### src/rtl/aes_uart_pkg.sv
// rtl/aes_uart_pkg.sv - shared AES-over-UART constants and packer state type
package aes_uart_pkg;
  localparam int BLOCK_BYTES = 16;
  localparam int BLOCK_W     = 8 * BLOCK_BYTES;

  typedef enum logic {
    FILL = 1'b0,
    HOLD = 1'b1
  } packer_state_e;
endpackage

### src/rtl/packer_idle_timer.sv
// rtl/packer_idle_timer.sv - inter-byte idle counter with one-cycle expiry indication
module packer_idle_timer #(
  parameter int LIMIT = 1_000_000
) (
  input  logic clk,
  input  logic rst,
  input  logic clear,
  input  logic enable,
  output logic expired
);
  localparam int W = (LIMIT > 2) ? $clog2(LIMIT) : 1;
  localparam logic [W-1:0] LAST = W'(LIMIT - 1);

  logic [W-1:0] cnt_q;

  // Expiry fires on the LIMIT-th consecutive enabled cycle; a clear in that cycle wins.
  assign expired = enable && !clear && (cnt_q == LAST);

  always_ff @(posedge clk or posedge rst) begin
    if (rst) begin
      cnt_q <= '0;
    end else if (clear || expired) begin
      cnt_q <= '0;
    end else if (enable) begin
      cnt_q <= cnt_q + 1'b1;
    end
  end
endmodule

### src/rtl/uart_block_packer.sv
// rtl/uart_block_packer.sv - packs UART bytes MSB-first into a block held under valid/ready
// Optional idle-timeout abort of partial blocks: define PACKER_TIMEOUT_EN.
module uart_block_packer
  import aes_uart_pkg::*;
#(
  parameter int BLOCK_BYTES    = aes_uart_pkg::BLOCK_BYTES,
  parameter int TIMEOUT_CYCLES = 1_000_000
) (
  input  logic                               clk,
  input  logic                               rst,
  input  logic [7:0]                         rx_data,
  input  logic                               rx_valid,
  output logic [8*BLOCK_BYTES-1:0]           block_out,
  output logic                               block_valid,
  input  logic                               block_ready,
  output logic [$clog2(BLOCK_BYTES+1)-1:0]   byte_count,
  output logic                               overrun,
  output logic                               timeout_err
);
  localparam int BW = 8 * BLOCK_BYTES;
  localparam int CW = $clog2(BLOCK_BYTES + 1);
  localparam logic [CW-1:0] LAST_IDX = CW'(BLOCK_BYTES - 1);

  packer_state_e state_q, state_d;
  logic [BW-1:0] block_d;
  logic [CW-1:0] count_d;
  logic          overrun_d;
  logic          fire;
  logic          take;
  logic          expire;

  // A byte arriving in the handshake cycle becomes byte 0 of the next block.
  assign fire = (state_q == HOLD) && block_ready;
  assign take = rx_valid && ((state_q == FILL) || fire);
  assign block_valid = (state_q == HOLD);

  always_ff @(posedge clk or posedge rst) begin
    if (rst) state_q <= FILL;
    else     state_q <= state_d;
  end

  always_comb begin
    state_d = state_q;
    case (state_q)
      FILL:    if (take && (byte_count == LAST_IDX)) state_d = HOLD;
      HOLD:    if (block_ready) state_d = FILL;
      default: state_d = FILL;
    endcase
  end

  always_comb begin
    block_d   = block_out;
    count_d   = byte_count;
    overrun_d = 1'b0;
    if (take) block_d = {block_out[BW-9:0], rx_data};
    case (state_q)
      FILL: begin
        if (take)        count_d = byte_count + 1'b1;
        else if (expire) count_d = '0;
      end
      HOLD: begin
        if (fire)          count_d = take ? CW'(1) : '0;
        else if (rx_valid) overrun_d = 1'b1;
      end
      default: count_d = '0;
    endcase
  end

  always_ff @(posedge clk or posedge rst) begin
    if (rst) begin
      block_out  <= '0;
      byte_count <= '0;
      overrun    <= 1'b0;
    end else begin
      block_out  <= block_d;
      byte_count <= count_d;
      overrun    <= overrun_d;
    end
  end

`ifdef PACKER_TIMEOUT_EN
  logic timer_en;
  logic timeout_q;

  assign timer_en = (state_q == FILL) && (byte_count != '0) && !rx_valid;

  packer_idle_timer #(
    .LIMIT (TIMEOUT_CYCLES)
  ) u_idle_timer (
    .clk     (clk),
    .rst     (rst),
    .clear   (rx_valid),
    .enable  (timer_en),
    .expired (expire)
  );

  always_ff @(posedge clk or posedge rst) begin
    if (rst) timeout_q <= 1'b0;
    else     timeout_q <= expire;
  end
  assign timeout_err = timeout_q;
`else
  logic unused_timeout_cfg;
  assign unused_timeout_cfg = (TIMEOUT_CYCLES < 2);
  assign expire      = 1'b0;
  assign timeout_err = 1'b0;
`endif
endmodule

### config.mk
export PLATFORM = sky130hd
export DESIGN_NAME = uart_block_packer
export DESIGN_NICKNAME = d
export VERILOG_FILES = /design/src/rtl/aes_uart_pkg.sv /design/src/rtl/packer_idle_timer.sv /design/src/rtl/uart_block_packer.sv
export SDC_FILE = /design/constraint.sdc
export NUM_CORES = 1
export LEC_CHECK = 0
export CAP_MARGIN = 25
export CORE_MARGIN = 10
export CORE_UTILIZATION = 53
export CTS_BUF_LIST = sky130_fd_sc_hd__clkbuf_4 sky130_fd_sc_hd__clkbuf_8 sky130_fd_sc_hd__clkbuf_16
export CTS_CLUSTER_SIZE = 40
export DETAILED_ROUTE_END_ITERATION = 7
export HOLD_SLACK_MARGIN = 0.15
export PLACE_DENSITY = 0.86
export SETUP_SLACK_MARGIN = 0.05
export SYNTH_ARGS = -nofsm -noshare
export SYNTH_HDL_FRONTEND = slang
export SYNTH_HIERARCHICAL = 1
export SYNTH_SLANG_ARGS = --single-unit
export TNS_END_PERCENT = 20
### constraint.sdc
create_clock -name clk -period 10.7 [get_ports clk]
set_input_delay 1.07 -clock clk [delete_from_list [all_inputs] [get_ports clk]]
set_output_delay 1.07 -clock clk [all_outputs]
set_load 0.01 [all_outputs]
# Yosys cells after proc, flatten, opt, wreduce, memory -nomap -nowiden
# Cells that the tools add are included.
# totals
out_inout_bits	136
input_bits	12
wordCells	24
ff_bits	135
# classes
n_reduce_logical	5
n_bitwise	1
addsub	1
eq_ne	3
mux	10
# ops
op	n
two-way mux 5 bit	2
one-hot mux 5 bit (2 select lines)	1
two-way mux 1 bit	6
adder 5 x 1 -> 5 bit (second input constant)	1
== test 5 x 4 -> 1 bit (second input constant)	1
logical AND 1 bit	3
!= test 2 x 1 -> 1 bit (second input constant)	1
!= test 2 bit (second input constant)	1
one-hot mux 1 bit (2 select lines)	1
AND reduction 2 bit	1
logical OR 1 bit	1
inverter 1 bit	1

# Logic depth before layout (Yosys ltp)
# depth
ltp_word	6
depth_mapped	6

# Worst setup path after synthesis
# Ideal clock, no wire load.
# synth_path
path_kind	input -> register
start	input port block_ready
end	register block_out[0]
setup_ps	125
cell_stages	5
setup_slack_ps	8607
t_arrival_ps	1968
path_cell_list	buf_6 -> o21ai_4 -> buf_12 -> buf_12 -> mux2_4
# synth_between
elab_chain_len	3
# synth_rtl
element	line_no	rtl
from (decl)	uart_block_packer.sv:15	input logic block_ready,
logical AND 1 bit	uart_block_packer.sv:33	assign fire = (state_q == HOLD) && block_ready;
logical OR 1 bit	uart_block_packer.sv:34	assign take = rx_valid && ((state_q == FILL) || fire);
logical AND 1 bit	uart_block_packer.sv:34	
to (signal assigned)	uart_block_packer.sv:75	block_out <= block_d;
to (decl)	uart_block_packer.sv:13	output logic [8*BLOCK_BYTES-1:0] block_out,
# No other way between the ends.
# A chain may end at the register's enable or synchronous reset.

# Final worst setup path
# layout_path
start	input port block_ready
end	register block_out[32]
# Same word-level chain as after synthesis.

==> summary.md <==
| Metric | Value |
|---|---|
| Layout cells sized above 1 | 33.6% |
| CTS Buffer Depth | 2 |
| Finished Cell Area | between 7000 and 8000 um2 |
| Initial antenna violation count | 0 |
| Worst path required time | 11.09 ns |
| Crit path time final | 3.16 ns |
| Final period util | 29.5% |
| R2R Path End | block_out[32] |
| Worst-path cell chain | clkdlybuf4s50_1, o21ai_4, buf_4, buf_16, buf_4, buf_16, mux2_1 |
| Area grow syn2layout | 34.4% |
| Vias per cell | approximately 5.1 |
| Num rows | 38 |
| Warnings, synthesis | 6 |
| Max-slew violation count | 0 |
| Layout Skew | 0.00890 ns |
| Number of cells on the worst reg-to-reg path | 7 |
| Synth Cell Area | around 5800 um2 |
| Number of buffers created by CTS | 17 |
| Area of the core | ~11000 um2 |
| Starting Density | 53.7% |
| Cts repair resizes | 0 |
| Total grt overflow | 0 |
| Slowest cell on crit path | clkdlybuf4s50_1 |
| ANT nets after route | 0 |
| Slew @ Worst Pin | between 0.8 and 0.9 ns |
| Reg2reg start | block_valid |
| Register area share after synthesis | between 50% and 60% |
| Fmax | about 0.32 GHz |
| M1 GR Usage | 18.3% |
| Synth unique cells | 23 |
| TritonCTS clock tree | yes |
| Pin count of the biggest net entering global routing | 71 |
| Initial DRC count | between 150 and 200 |
| Die Span X | 124 um |
| Hold-fix buffers at CTS | 0 |
| Final setup violating endpoints | 0 |
| Crit. End Element | flop |
| Yosys reg bits | 135 |
| Hold Path Class | reg2reg |
| Crit. Startpoint | block_ready |
| Root Buffer | clkbuf_8 |
| Final Wtd Congestion | between 0.7 and 0.8 |
| Final hold violation count | 0 |
| Detailed-router iteration count before antenna repair | 6 |
| Leak | between 3 and 4 nW |
| Critical path's largest stage delay | roughly 0.58 ns |
| Synth Instances | just over 300 |
| # clock sinks | 135 |
| Final hold slack | roughly 0.51 ns |
| Post CTS Setup Buffer Count | 0 |
| Commonest non-fill, non-tap cell in the layout | clkdlybuf4s50_1 |
| Worst R2R Setup Slack | slightly above 8 ns |
| CP Class | in2reg |
| CTS clock-pin slew for the worst setup and hold paths | roughly 0.060 ns |
| GR met3 Demand/Resource | around 10% |
| Overall routing resource usage | between 10% and 20% |
| Worst-Skew Late Latency | around 0.51 ns |
| PortBufs | roughly 150 |
| Critical Path Fanout Max | 57 |
| Total routed wirelength | roughly 12 mm |
| Critical Path End | block_out[32] |
| Placed cell area | approximately 7100 um2 |
| Diode count | 0 |
| Post-route DRC | 0 |
| First-pass GRT wire length | 19.5 mm |
| Syn avg cell area | roughly 19 um2 |
| Routed len/inst | a little under 20 um |
| Setup TNS | 0 ns |
| Worst vdd ir | about 0.14 mV |
| Status | completed |
| DIE HEIGHT | approximately 120 um |
| Met2 usage in global routing | 22.0% |
| Boundary pin count | roughly 150 |
| Power per cell area | about 310 nW/um2 |
| Slew HR | a little over two fifths |
| Number of global-route vias before repair | approximately 3300 |
| Layout Nets | about 480 |
| Critical path arrival | 3.55 ns |
| Routed vias | between 3000 and 4000 |
| Mapped Nets | about 330 |
| Crit path launch type | input pin |
| RSZ-0062 raised after global routing | no |
| GR peak layer | met2 |
| Post-DP HPWL | roughly 8.4 mm |
| Die ar. | between 15000 and 20000 um2 |
| Max Cap Viol | 0 |
| Commonest non-fill, non-tap cells in the layout | 146 x clkdlybuf4s50_1, 135 x dfrtp_1, 120 x mux2_4 |
| H-tree depth | 4 |
==> registers in the layout, summed over array words and instances (netlist names) <==
signal	cells
byte_count	5
block_out	128
overrun	1
block_valid	1
==> final cells by class <==
type,count,area [um2]
Timing Repair Buffer,151,1540
Clock buffer,19,442
Sequential cell,135,3380
Fill cell,716,2990
Tap cell,140,175
Clock inverter,13,130
Inverter,3,16.3
Multi-Input combinational cell,155,2070
==> cells in the mapped netlist <==
master | number | area, um2
dfrtp_1 | 135 | 3380
mux2_4 | 120 | 1800
buf_12 | 13 | 260
mux2_1 | 8 | 90.1
nand2_1 | 7 | 26.3
o22ai_1 | 4 | 25.0
buf_6 | 3 | 33.8
ha_1 | 2 | 25.0
inv_1 | 2 | 7.51
mux2i_1 | 2 | 20.0
o21ai_0 | 2 | 10.0
xor2_1 | 2 | 17.5
a221oi_1 | 1 | 8.76
and3_1 | 1 | 6.26
buf_2 | 1 | 5.00
buf_4 | 1 | 7.51
conb_1 | 1 | 3.75
inv_2 | 1 | 3.75
nand4_1 | 1 | 6.26
nor2_1 | 1 | 3.75
nor2b_1 | 1 | 6.26
nor3b_1 | 1 | 7.51
o21ai_4 | 1 | 16.3
==> worst max-delay path, delay by kind of cell <==
| family | cells | cell delay (ns) |
|---|---|---|
| compound gates | 1 | 0.19 |
| buf+inv | 5 | 1.86 |
| mux | 1 | 0.37 |
==> how the worst min path moves through the flow <==
stage | cells past startpoint | from | endpoint | slack (ns)
2_1_floorplan | 1 | block_out[19] | block_out[27] | 0.55
3_3_place_gp | 1 | block_out[124] | block_out[124] | 0.49
3_5_place_dp | 1 | block_out[127] | block_out[127] | 0.49
4_1_cts | 1 | block_out[127] | block_out[127] | 0.51
5_1_grt | 1 | block_out[120] | block_out[120] | 0.52
6_report | 1 | block_out[127] | block_out[127] | 0.51
==> cell families (layout without fill, tap and decap cells) <==
logic type,count (synthesis),after routing,share of synthesized area (%)
compound gates,8,8,1.04
xor+xnor,2,2,0.304
fa+ha+maj,2,2,0.434
buf+inv,21,186,5.51
flops,135,135,58.5
mux,130,130,33.1
other cells,1,1,0.0650
simple gates,12,12,0.976
==> metal layers <==
layer	wire length (um)	up-vias	part of all wire (%)
met4	87	0	0.73
met1	5080	1587	42
met3	1450	11	12
met5	0	-	0
li1	-	1395	-
met2	5350	118	45
==> power breakdown <==
group	internal, W	total [W]	switching, W
clock network	0.000341	0.000551	0.000210
registers	0.000728	0.000922	0.000194
logic	0.000647	0.000959	0.000312
==> through the flow <==
| stage | cells | util (%) | worst slack [ns] | total power (W) |
|---|---|---|---|---|
| 2_1_floorplan | 311 | - | 6.02 | 0.00135 |
| 3_3_place_gp | 582 | 66.3 | 6.47 | 0.00186 |
| 4_1_cts | 614 | 71.7 | 6.91 | 0.00247 |
| 6_report | 616 | 72.2 | 7.54 | 0.00243 |
| 5_1_grt | 616 | 72.2 | 7.45 | 0.00256 |
| 3_5_place_dp | 582 | 66.3 | 6.36 | 0.00190 |
Power figures use the tool's default switching activity.
